`config.mk`:
```
export PLATFORM = sky130hd
export DESIGN_NAME = serial_add_sub
export DESIGN_NICKNAME = d
export VERILOG_FILES = /design/src/rtl/serial_add_sub.sv
export SDC_FILE = /design/constraint.sdc
export NUM_CORES = 1
export LEC_CHECK = 0
export CAP_MARGIN = 20
export CORE_MARGIN = 4
export CORE_UTILIZATION = 52
export DETAILED_ROUTE_END_ITERATION = 6
export PLACE_DENSITY_LB_ADDON = 0.2
export SLEW_MARGIN = 20
export SYNTH_ARGS = -nofsm -noshare
export SYNTH_HDL_FRONTEND = slang
export SYNTH_SLANG_ARGS = --single-unit
```
`constraint.sdc`:
```
create_clock -name clk -period 1.8 [get_ports clk]
set_input_delay 0.18 -clock clk [delete_from_list [all_inputs] [get_ports clk]]
set_output_delay 0.18 -clock clk [all_outputs]
set_load 0.05 [all_outputs]
```
`src/rtl/serial_add_sub.sv`:
```
// Bit-serial adder/subtractor: processes one bit per clock, LSB first, and
// presents a registered result with carry and signed overflow when it finishes.
module serial_add_sub #(
   parameter int unsigned WIDTH = 8
) (
   input  logic             clk,
   input  logic             rst,
   input  logic             start,
   input  logic             sub,
   input  logic [WIDTH-1:0] a,
   input  logic [WIDTH-1:0] b,
   input  logic             cin,
   output logic             ready,
   output logic             busy,
   output logic             done,
   output logic [WIDTH-1:0] sum,
   output logic             cout,
   output logic             overflow
);

   localparam int unsigned CW = $clog2(WIDTH + 1);
   localparam logic [CW-1:0] CNT_LAST = CW'(WIDTH - 1);
   localparam logic [CW-1:0] CNT_PREV = CW'(WIDTH - 2);

   typedef enum logic [1:0] {
      IDLE  = 2'd0,
      SHIFT = 2'd1,
      DONE  = 2'd2
   } state_t;

   state_t           state;
   state_t           state_next;
   logic             load_c;
   logic             shift_c;
   logic             last_c;

   logic [WIDTH-1:0] op_a;
   logic [WIDTH-1:0] op_b;
   logic [WIDTH-1:0] res;
   logic             carry;
   logic             carry_msb;
   logic [CW-1:0]    cnt;

   logic             bit_s_c;
   logic             bit_c_c;

   // One full-adder slice on the current LSBs.
   assign bit_s_c = op_a[0] ^ op_b[0] ^ carry;
   assign bit_c_c = (op_a[0] & op_b[0]) | (op_a[0] & carry) | (op_b[0] & carry);

   // Next-state and datapath strobes.
   always_comb begin
      state_next = state;
      load_c     = 1'b0;
      shift_c    = 1'b0;
      last_c     = 1'b0;
      case (state)
         IDLE: begin
            if (start) begin
               load_c     = 1'b1;
               state_next = SHIFT;
            end
         end
         SHIFT: begin
            shift_c = 1'b1;
            if (cnt == CNT_LAST) begin
               last_c     = 1'b1;
               state_next = DONE;
            end
         end
         DONE: begin
            if (start) begin
               load_c     = 1'b1;
               state_next = SHIFT;
            end else begin
               state_next = IDLE;
            end
         end
         default: state_next = IDLE;
      endcase
   end

   // State register with status flags decoded from the next state.
   always_ff @(posedge clk or posedge rst) begin
      if (rst) begin
         state <= IDLE;
         ready <= 1'b1;
         busy  <= 1'b0;
         done  <= 1'b0;
      end else begin
         state <= state_next;
         ready <= (state_next != SHIFT);
         busy  <= (state_next == SHIFT);
         done  <= (state_next == DONE);
      end
   end

   // Operand shifters, carry chain and bit counter.
   always_ff @(posedge clk or posedge rst) begin
      if (rst) begin
         op_a      <= '0;
         op_b      <= '0;
         res       <= '0;
         carry     <= 1'b0;
         carry_msb <= 1'b0;
         cnt       <= '0;
      end else if (load_c) begin
         op_a      <= a;
         op_b      <= sub ? ~b : b;
         carry     <= sub ? 1'b1 : cin;
         res       <= '0;
         carry_msb <= 1'b0;
         cnt       <= '0;
      end else if (shift_c) begin
         op_a  <= {1'b0, op_a[WIDTH-1:1]};
         op_b  <= {1'b0, op_b[WIDTH-1:1]};
         res   <= {bit_s_c, res[WIDTH-1:1]};
         carry <= bit_c_c;
         cnt   <= cnt + CW'(1);
         // Carry leaving bit WIDTH-2 is the carry into the sign bit.
         if (cnt == CNT_PREV) begin
            carry_msb <= bit_c_c;
         end
      end
   end

   // Result registers only move on the final bit, so they hold during SHIFT.
   always_ff @(posedge clk or posedge rst) begin
      if (rst) begin
         sum      <= '0;
         cout     <= 1'b0;
         overflow <= 1'b0;
      end else if (last_c) begin
         sum      <= {bit_s_c, res[WIDTH-1:1]};
         cout     <= bit_c_c;
         overflow <= carry_msb ^ bit_c_c;
      end
   end

endmodule

```
==> results by group <==
Outcome
  • Outcome: finished clean

STA
  • Max Clk Rate: 598 MHz
  • Tcrit/Tclk final: just over 90%
  • Final setup TNS: 0 ns
  • Worst-Margin Slew: 0.504 ns
  • Minimum clock period: roughly 1.7 ns
  • RSZ-0062 raised after global routing: false
  • WHS: between 0.2 and 0.25 ns
  • Final Max Slew Viols: 0
  • Fin. Hold Viols: 0
  • Final setup vio count: 0
  • Slew HR: 66.3%
  • Clock skew: 0.00500 ns

Yosys
  • Area leader, netlist: dfrtp_1
  • Synth Warn #: 0
  • Main synth FF type: dfrtp_1
  • Synth unique cells: 33
  • Mapped Nets: 192
  • Post-synth EDFFs: 0
  • FFs w/ async S/R, synth: 100%
  • Share of the synthesized area in the top cell type: 55.8%
  • Sequential area share after synthesis: 57.2%
  • Largest cells by area after synthesis: dfrtp_1 56%, mux2_2 4.7%, nand2_1 4.1%, xor2_1 4.1%, a22o_1 3.6%
  • Synthesized area: 1930 sq um
  • Syn Area/Cell: 11.5 sq um
  • Post-Synthesis Cells: ~170
  • Flops & latches, synth: 44

Clocking
  • Clock sink total: 44
  • CTS H-tree lvls: 2
  • Postcts setup bufs: 0
  • TritonCTS clock tree: done
  • CTS Buf Count: 5
  • Clock Tree Buf Depth: 2
  • Post-CTS Resized: 0
  • Reg clk slew, reported paths: 0.08 ns
  • Clock Latency Late Sink: 0.29 ns
  • CTS Hold Bufs: 0
  • CTS root buf: clkbuf_8

Power
  • Lkg Pwr: roughly 1.1 nW
  • Worst VDD drop: 0.000801 V
  • PD cells: 1770 nW/um^2
  • Total design power: around 4.2 mW

Finish
  • FF/Latch Area: 1100 sq um
  • Fillers: 270
  • Final #Nets: 228
  • Most frequent cells in the layout: 43 x dfrtp_1, 32 x clkdlybuf4s50_1, 21 x nand2_1
  • Cell Count, Final, Fillers Out: 250
  • Area grow syn2layout: 23.2%
  • Final Util: 68.5%
  • Fraction of final layout cells with drive strength greater than 1: 12.3%
  • Diode count: 0
  • Area of the multi-input gates: 712 sq um
  • Commonest non-fill, non-tap cell in the layout: dfrtp_1

Floorplanning
  • Num ports: 34
  • Initial Utilization: 55.6%
  • DIE WIDTH: 68.9 um
  • Die height: 68.9 um
  • Total core area: 3470 sq um
  • Full die area: 4750 sq um
  • FP Rows: 21

Drt
  • Final ANT Viol Nets: 0
  • DR pass1 iterations: 4
  • Total vias in the final route: between 1,000 and 1,500
  • Drt drc: 0
  • Final wirelength: 3.57 mm
  • Drt via density: 5.34
  • DR WL/cell: 14.3 um
  • Iteration-0 DRC count of the detailed router: 118

Global route
  • First-pass GRT wire length: 6.20 mm
  • Tot GR Track Use: a little under a fifth
  • Vias in the first global route: 1,333
  • Global route overflow: 0
  • Largest net degree at the start of global routing: 45
  • Initial antenna violation count: 0

Setup path
  • Crit path required time: 1.62 ns
  • Worst setup SP type: flop
  • Critical path buffer and inverter count: 1
  • Highest cell delay on the worst timing path: 0.82 ns
  • Crit path kind: reg2out
  • CP max FO: 2
  • CP cell instances: clkdlybuf4s50_1
  • CP Capture Type: output pin
  • R2r setup slk: 0.27 ns
  • Max stage delay cell, worst path: clkdlybuf4s50_1
  • CP delay by family, top: buffers and inverters
  • Critical Path AT: 1.49 ns

Placement
  • PortBufs: 33
  • HPWL after DPL: about 2.5 mm
  • Cells after DPL: around 240
  • Routability cong.: 0.741

Job
  • Max cap viols: 0

Min path
  • Worst hold path class: in2async
-- area by class of cell --
class                      count  area share (%)
timing repair buffer          40            16.5
inverter                       9            1.42
clock inverter                 1           0.211
multi-input combinational    104            30.0
tap                           46            2.42
sequential                    44            46.4
clock buffer                   6            3.05
-- cells by family (layout without fill, tap and decap cells) --
family,after synthesis,count (layout),share of synthesized area [%]
xor+xnor,10,10,4.54
simple gates,50,50,12.1
compound gates,30,30,11.7
fa+ha+maj,3,3,2.34
buf+inv,20,56,5.91
flops,44,44,57.2
mux,11,11,6.23
-- cells in the mapped netlist (2+ instances only) --
cell type	number
dfrtp_1	43
nand2_1	21
nor2_1	10
inv_1	9
xor2_1	9
a22o_1	8
a31oi_1	8
mux2_2	8
nand3_1	8
a22oi_1	6
buf_2	4
buf_6	4
mux2i_1	3
and2b_1	2
clkbuf_1	2
ha_1	2
nand2b_1	2
nand3b_1	2
o21ai_0	2
o2bb2ai_1	2
-- registers in the layout, summed over array words and instances (netlist names) --
name,cells
overflow,1
op_b,8
cout,1
cnt,4
state,2
sum,8
ready,1
carry_msb,1
carry,1
op_a,8
res,7
busy,1
done,1
-- where the power goes --
group          total [mW]  switching, mW  leakage, nW  internal (mW)
logic                1.92           1.13        0.497          0.788
clock network       0.567          0.304       0.0410          0.264
registers            1.71          0.282        0.553           1.43
-- stage by stage --
stage,instance area [sq um],worst slack [ns]
after global placement,2300,0.344
after detailed placement,2300,0.270
final,2380,0.129
after global routing,2380,0.0967
after CTS,2380,0.113
after floorplan,1930,0.419
-- worst paths after layout --
check / start / end / cells after the start
hold reg to reg: cnt[3] / cnt[3] / 1
setup reg to reg: cnt[0] / sum[2] / 5
max in group asynchronous: rst / ready / 3
hold / removal: rst / op_b[3] / 3
min in group clk: a[2] / op_a[2] / 3
setup / recovery: sum[2] / sum[2] / 1
-- layer usage --
layer	GRT usage [%]	up-vias	wire [um]
met2	28.0	40	1710
li1	-	645	-
met1	24.0	644	1590
met5	0	-	0
met4	7.30	0	54
met3	5.67	6	211
(Power assumes the default switching activity.)
